`src/rtl/seq_sam_pkg.sv`:
```
// Shared types and width helpers for the sequential shift-and-add multiplier.
package seq_sam_pkg;

   typedef enum logic [1:0] {
      IDLE,
      BUSY,
      DONE
   } state_t;

   localparam int DEF_WIDTH = 32;
   localparam int DEF_CNT_W = $clog2(DEF_WIDTH) + 1;

   function automatic int cnt_width(int w);
      return $clog2(w) + 1;
   endfunction

   function automatic int prod_width(int w);
      return 2 * w;
   endfunction

endpackage

```
`src/rtl/sam_negate.sv`:
```
// Two's-complement negation, used for operand magnitudes and the sign fix.
module sam_negate #(
   parameter int W = 8
) (
   input  logic [W-1:0] x,
   output logic [W-1:0] y
);

   assign y = ~x + W'(1);

endmodule

```
`src/rtl/seq_sam_mult.sv`:
```
// Iterative shift-and-accumulate multiplier, one multiplier bit per clock,
// with signed/unsigned mode and valid/ready handshakes on both sides.
module seq_sam_mult
   import seq_sam_pkg::*;
#(
   parameter int WIDTH = 32
) (
   input  logic                 clk,
   input  logic                 rst,
   input  logic                 in_valid,
   output logic                 in_ready,
   input  logic [WIDTH-1:0]     a,
   input  logic [WIDTH-1:0]     b,
   input  logic                 signed_mode,
   output logic                 out_valid,
   input  logic                 out_ready,
   output logic [2*WIDTH-1:0]   result
);

   localparam int PW = prod_width(WIDTH);
   localparam int CW = cnt_width(WIDTH);

   state_t            state, state_n;
   logic [WIDTH-1:0]  mag_a, mag_b;
   logic [WIDTH-1:0]  neg_a, neg_b;
   logic [WIDTH-1:0]  b_sh;
   logic              neg;
   logic [PW-1:0]     acc, acc_n, addend, acc_neg;
   logic [CW-1:0]     count;
   logic              last;

   sam_negate #(.W(WIDTH)) u_neg_a (.x(a), .y(neg_a));
   sam_negate #(.W(WIDTH)) u_neg_b (.x(b), .y(neg_b));
   sam_negate #(.W(PW))    u_neg_p (.x(acc_n), .y(acc_neg));

   always_comb begin
      b_sh   = mag_b >> count;
      addend = '0;
      if (b_sh[0])
         addend = {{WIDTH{1'b0}}, mag_a} << count;
      acc_n  = acc + addend;
      last   = (count == CW'(WIDTH - 1));
   end

   always_ff @(posedge clk or posedge rst) begin
      if (rst)
         state <= IDLE;
      else
         state <= state_n;
   end

   always_comb begin
      state_n   = state;
      in_ready  = 1'b0;
      out_valid = 1'b0;
      unique case (state)
         IDLE: begin
            in_ready = 1'b1;
            if (in_valid)
               state_n = BUSY;
         end
         BUSY: begin
            if (last)
               state_n = DONE;
         end
         DONE: begin
            out_valid = 1'b1;
            if (out_ready)
               state_n = IDLE;
         end
         default: state_n = IDLE;
      endcase
   end

   // Magnitudes are latched so the adder only ever sees unsigned terms.
   always_ff @(posedge clk or posedge rst) begin
      if (rst) begin
         mag_a  <= '0;
         mag_b  <= '0;
         neg    <= 1'b0;
         acc    <= '0;
         count  <= '0;
         result <= '0;
      end else if (state == IDLE && in_valid) begin
         mag_a <= (signed_mode && a[WIDTH-1]) ? neg_a : a;
         mag_b <= (signed_mode && b[WIDTH-1]) ? neg_b : b;
         neg   <= signed_mode && (a[WIDTH-1] ^ b[WIDTH-1]);
         acc   <= '0;
         count <= '0;
      end else if (state == BUSY) begin
         acc   <= acc_n;
         count <= count + CW'(1);
         if (last)
            result <= neg ? acc_neg : acc_n;
      end
   end

endmodule
```
`config.mk`:
```
export PLATFORM = sky130hd
export DESIGN_NAME = seq_sam_mult
export DESIGN_NICKNAME = d
export VERILOG_FILES = /design/src/rtl/seq_sam_pkg.sv /design/src/rtl/sam_negate.sv /design/src/rtl/seq_sam_mult.sv
export SDC_FILE = /design/constraint.sdc
export NUM_CORES = 1
export LEC_CHECK = 0
export ABC_CLOCK_PERIOD_IN_PS = 7350
export CORE_UTILIZATION = 25
export CTS_BUF_LIST = sky130_fd_sc_hd__clkbuf_4 sky130_fd_sc_hd__clkbuf_8 sky130_fd_sc_hd__clkbuf_16
export CTS_CLUSTER_SIZE = 40
export DETAILED_ROUTE_END_ITERATION = 16
export PLACE_DENSITY_LB_ADDON = 0.1
export SLEW_MARGIN = 20
export SYNTH_ARGS = -nofsm -noshare
export SYNTH_HDL_FRONTEND = slang
export SYNTH_HIERARCHICAL = 1
export SYNTH_SLANG_ARGS = --single-unit
```
`constraint.sdc`:
```
create_clock -name clk -period 7.35 [get_ports clk]
set_input_delay 1.47 -clock clk [delete_from_list [all_inputs] [get_ports clk]]
set_output_delay 1.47 -clock clk [all_outputs]
set_load 0.03 [all_outputs]
```
==> Word-level counts from Yosys, hierarchy flattened <==
Cells that the tools add are included.
{ "word_totals": {"register_bits": 201, "out_inout_bits": 66, "inputBits": 69, "word_cells": 47} }
{ "classes": {"reduce_logical": 8, "muxes": 14, "add_sub_neg": 5, "shifts": 2, "eq_ne": 6, "bitwise_logic": 5} }
{ "op_table": {"columns": ["cell", "n"], "rows": [
  ["two-way mux 64 bit", 4],
  ["adder 32 x 1 -> 32 bit (second input constant)", 2],
  ["adder 64 x 1 -> 64 bit (second input constant)", 1],
  ["adder 64 bit", 1],
  ["two-way mux 32 bit", 2],
  ["inverter 32 bit", 2],
  ["inverter 64 bit", 1],
  ["left shift 32 x 6 -> 64 bit", 1],
  ["right shift 32 x 6 -> 1 bit", 1],
  ["two-way mux 6 bit", 2],
  ["adder 6 x 1 -> 6 bit (second input constant)", 1],
  ["equality test 6 x 5 -> 1 bit (second input constant)", 1],
  ["two-way mux 2 bit", 3],
  ["!= test 2 bit (second input constant)", 3],
  ["case mux 2 bit (3 select lines)", 1],
  ["AND reduction 3 bit", 2],
  ["logical AND 1 bit", 4],
  ["equality test 2 x 1 -> 1 bit (second input constant)", 1],
  ["equality test 2 bit (second input constant)", 1],
  ["logical NOT 2 bit", 1],
  ["two-way mux 1 bit", 2],
  ["nonzero test 2 bit", 1],
  ["inverter 1 bit", 1],
  ["bitwise XOR 1 bit", 1]
]} }

==> Longest topological paths before layout <==
{ "depth": {"ltp_word": 6, "ltp_mapped": 30} }

==> Hierarchy <==
The synthesis kept the hierarchy.
{ "modules_own_cells": {"columns": ["mod", "instances", "seq_area_each_um2", "area_each_um2", "cells_each"], "rows": [
  ["seq_sam_mult", 1, 5029.8, 15020.7, 1818],
  ["sam_negate at u_neg_p", 1, 0.0, 1287.5, 186],
  ["sam_negate at u_neg_a ...", 2, 0.0, 636.9, 83]
]} }

==> Least setup slack after synthesis <==
No wires, ideal clock.
{ "synth_timing": {"kind": "register to register", "start": "register count[0]", "end": "register result[62]", "path_slack_ps": 962, "arrival_ps": 6250, "t_required_ps": 7213, "path_stages_with_launch": 27, "setup_time_ps": 137, "cell_sequence": "dfrtp_1 -> buf_4 -> buf_2 -> buf_2 -> mux4_2 -> mux2i_1 -> mux2_2 -> nor2_1 -> a31oi_1 -> nor2_1 -> ha_1 -> nand4_1 -> or3_1 -> a2bb2oi_1 -> o211ai_2 -> nand2_1 -> o31ai_2 -> a21oi_1 -> xnor2_1 -> or3_1 -> or3_1 -> clkbuf_1 -> or3_1 -> or4_1 -> xor2_1 -> mux2i_1 -> a21oi_1"} }
{ "synth_between": {"elab_chain_len": 6, "word_cells_on_any_way": 9, "cone_classes": "add/sub: 2; eq/ne: 1; shift: 2; mux: 2; bitwise: 1; reduce/logical: 1"} }
{ "synth_rtl": {"columns": ["item", "line_no", "source"], "rows": [
  ["start, declared", "seq_sam_mult.sv:29", "logic [CW-1:0] count;"],
  ["start signal, assigned", "seq_sam_mult.sv:92", "count <= count + CW'(1);"],
  ["left shift 32 x 6 -> 64 bit / right shift 32 x 6 -> 1 bit (equally long branches)", "seq_sam_mult.sv:40, seq_sam_mult.sv:37", null],
  ["two-way mux 64 bit *", "seq_sam_mult.sv:39", "if (b_sh[0])"],
  ["adder 64 bit *", "seq_sam_mult.sv:41", "acc_n = acc + addend;"],
  ["via acc_n[46]", "seq_sam_mult.sv:28", "logic [PW-1:0] acc, acc_n, addend, acc_neg;"],
  ["inverter 64 bit *", "sam_negate.sv:9", "assign y = ~x + W'(1);"],
  ["adder 64 x 1 -> 64 bit *", "sam_negate.sv:9", null],
  ["via acc_neg[62]", "seq_sam_mult.sv:28", null],
  ["two-way mux 64 bit *", "seq_sam_mult.sv:94", "result <= neg ? acc_neg : acc_n;"],
  ["end signal, assigned", "seq_sam_mult.sv:94", null],
  ["end, declared", "seq_sam_mult.sv:17", "output logic [2*WIDTH-1:0] result"]
]} }
Mark *: on every way through the listed nets, which the timed path passes. The rest lies on a longest branch.
A chain may end at the register's enable or synchronous reset.

==> Worst setup path after layout <==
{ "layout_timing": {"start": "register count[0]", "end": "register result[33]"} }
Same word-level chain as after synthesis.

==> reports/qor.csv <==
stage;metric;value;unit
outcome;status;completed;
clock_network;cts_tree;done;
placement;io_buffer_count;134;
final_layout;fin_nets;2399;
synthesis;async_flop_share;1.000;
worst_setup_path;crit_type;register to register;
timing;slew_headroom;0.3643;
clock_network;cts_buffers;26;
synthesis;synth_seq_cells;201;
worst_setup_path;worst-path-stages;21;
synthesis;syn-cell-area;17580;um^2
timing;tns;0;ns
routing;num_vias;15960;
final_layout;mostFrequentLayoutCells;nor2_1, a21oi_1, dfrtp_1;
worst_setup_path;r2r_slack;0.33;ns
synthesis;ys_warn_count;6;
worst_setup_path;r2r_end;result[33];
job;drv_cap;0;
worst_setup_path;cp-end-kind;register;
synthesis;synth_fp_nets;2307;
synthesis;seq_area_frac_synth;0.2861;
clock_network;clock_latency;0.58;ns
placement;dp.cells;3165;
clock_network;cts.sinks;201;
worst_setup_path;cp.required;7.80;ns
floorplanning;core_area;69070;um^2
clock_network;clkTransAtPathRegs;0.06;ns
synthesis;netlist.area_leader.share;0.2861;
final_layout;diodes;0;
placement;hpwl;47.88;mm
routing;wire_per_inst;19.09;um
routing;vias_per_cell;4.968;
floorplanning;die_h;267.2;um
grt;overflow;0;
synthesis;synth_top_flop_cell;dfrtp_1;
worst_setup_path;worst_ep_arrival_time;7.47;ns
hold_path;hold_path.class;register to register;
timing;grt_setup_unrepaired;no;
synthesis;syn_inst;2170;
floorplanning;start_util;0.2546;
clock_network;clockRootBuffer;clkbuf_16;
clock_network;cts.path.max_buffers;3;
worst_setup_path;reg2reg_from;count[0];
synthesis;synth_area_leaders;dfrtp_1, mux2i_1, xnor2_1;
worst_setup_path;crit_buf_inv;1;
grt;grt_start_max_net_pins;140;
final_layout;area_growth;19.85;%
timing;tightestPinTransition;0.9535;ns
final_layout;final_common_cell;nor2_1;
routing;wl_met3;2.378;mm
floorplanning;io-pin-count;135;
routing;wl_met1;31.90;mm
floorplanning;dieArea;71390;um^2
timing;min_period;7.020;ns
grt;antenna_found_initial;0;
synthesis;avgSynthCellArea;8.102;um^2
routing;ant_nets;0;
worst_setup_path;crit_family;simple AND/OR/NAND/NOR gates;
final_layout;fin_cells;3213;
routing;met2_length;25.46;mm
routing;drt-initial-drc-count;1135;
floorplanning;row_count;96;
grt;grt_pass1_vias;15700;
timing;fmax;0.1424;GHz
routing;drt_drc_violations_left;0;
routing;drtPass1Iterations;7;
worst_setup_path;path_cells;mux4_2 -> mux4_2 -> nand2_1 -> nor2_1 -> ha_1 -> nand2_1 -> o21ai_0 -> nor2_1 -> a2111o_1 -> nor2b_1 -> o21bai_1 -> xnor2_2 -> inv_1 -> or4_4 -> or4_1 -> or3_1 -> or3_1 -> xor2_1 -> a21oi_1 -> o21ai_0 -> o21a_1;
clock_network;cts_setup_buffers;0;
grt;track_usage;0.1700;
timing;finClkSkew;0.03484;ns
final_layout;drive_gt1_frac;0.09904;
synthesis;yosys.area.top_type;dfrtp_1;
synthesis;synth_enable_flop_cells;0;
worst_setup_path;cp-start-kind;register;
routing;routed.top_layer;met4;
routing;route.final.wire_length;61.33;mm
placement;gp_congestion;0.8849;
synthesis;ys_types;81;
worst_setup_path;critPathLaunch;count[0];
worst_setup_path;max_stage_delay;0.61;ns
clock_network;htreeDepth;1;
timing;drv_slew;0;
worst_setup_path;crit_slowest_cell;mux4_2;
clock_network;cts_resized;0;
timing;finalSetupViolations;0;
worst_setup_path;r2r_cells;21;
timing;finalHoldViolCount;0;
worst_setup_path;timing.critical_path.to;result[33];
worst_setup_path;critPathMaxFanout;9;
timing;period_share;0.9551;
clock_network;postCtsHoldBufs;0;
grt;grt_pass1_wl;94.76;mm
floorplanning;fp.dieW;267.2;um
-- worst min-delay path, cell delays in order (launching register included) --
cell     delay, ns
dfrtp_1       0.34
nand2_1       0.04
o21ai_0       0.05
-- through the flow --
step	area, um^2	utilization	hold WS (ns)	setup slack [ns]
global placement	20080	0.2907	0.4644	0.02362
CTS	21030	0.3045	0.4835	0.04972
finish	21070	0.3051	0.4741	0.3298
global route	21070	0.3051	0.5042	0.02268
detailed placement	20080	0.2907	0.4693	0.09247
floorplan	17580	-	0.4448	0.3976
-- sequential cells by signal, summed over array words and instances (netlist names) --
name,flops
result,64
mag_a,32
state,2
mag_b,32
neg,1
acc,64
count,6
-- area by class of cell --
class / instances / area [um^2]
clock buffers: 34 / 742.0
clock inverters: 14 / 210.2
fillers: 7314 / 47990
inverters: 79 / 304.0
multi-input cells: 1758 / 11770
flip-flops and latches: 201 / 5040
well taps: 931 / 1165
repair buffers: 196 / 1844
-- cells by family after synthesis --
kind of cell               after synthesis  synth area share
AOI/OAI and AO/OA                      556            0.1865
xor gates and xnor gates               180           0.09052
adders and majority gates               68           0.04882
buffers and inverters                  211           0.04853
DFF                                    201            0.2861
muxes                                  164            0.1179
and+or+nand+nor                        790            0.2216
-- Yosys cell counts, drive strengths merged, types with 3 or more instances --
library cell,number
nor2,254
a21oi,217
dfrtp,201
nand2,197
o21ai,187
xnor2,125
mux2i,116
clkbuf,95
nand3,87
inv,79
ha,67
xor2,55
nor3,52
nor4,51
buf,37
mux4,33
a21o,28
and3,27
nand4,24
or3,23
o21a,22
a211oi,17
mux2,15
or4,15
a31oi,13
nor2b,13
nor3b,11
nand2b,10
o211ai,10
and2,9
a22oi,8
o21bai,8
or2,7
nand3b,6
o2111ai,5
o22a,5
o2bb2ai,5
a21boi,4
a32oi,4
o31ai,4
o41ai,3
-- how the worst min path moves through the flow --
stage	start	endpoint	cells after the start
2_1_floorplan	mag_b[31]	mag_b[31]	2
3_3_place_gp	result[2]	result[2]	2
3_5_place_dp	result[10]	result[10]	2
4_1_cts	result[2]	result[2]	2
5_1_grt	result[31]	result[31]	1
6_report	result[7]	result[7]	2
-- routing by layer --
metal / vias to the layer above / track usage
met5: - / 0
met4: 0 / 0.04800
met3: 80 / 0.01793
met2: 346 / 0.2518
met1: 7585 / 0.2567
li1: 7951 / -
Power is not shown: default switching activity piles up to over one toggle a cycle in this logic, so the estimate is an artifact.
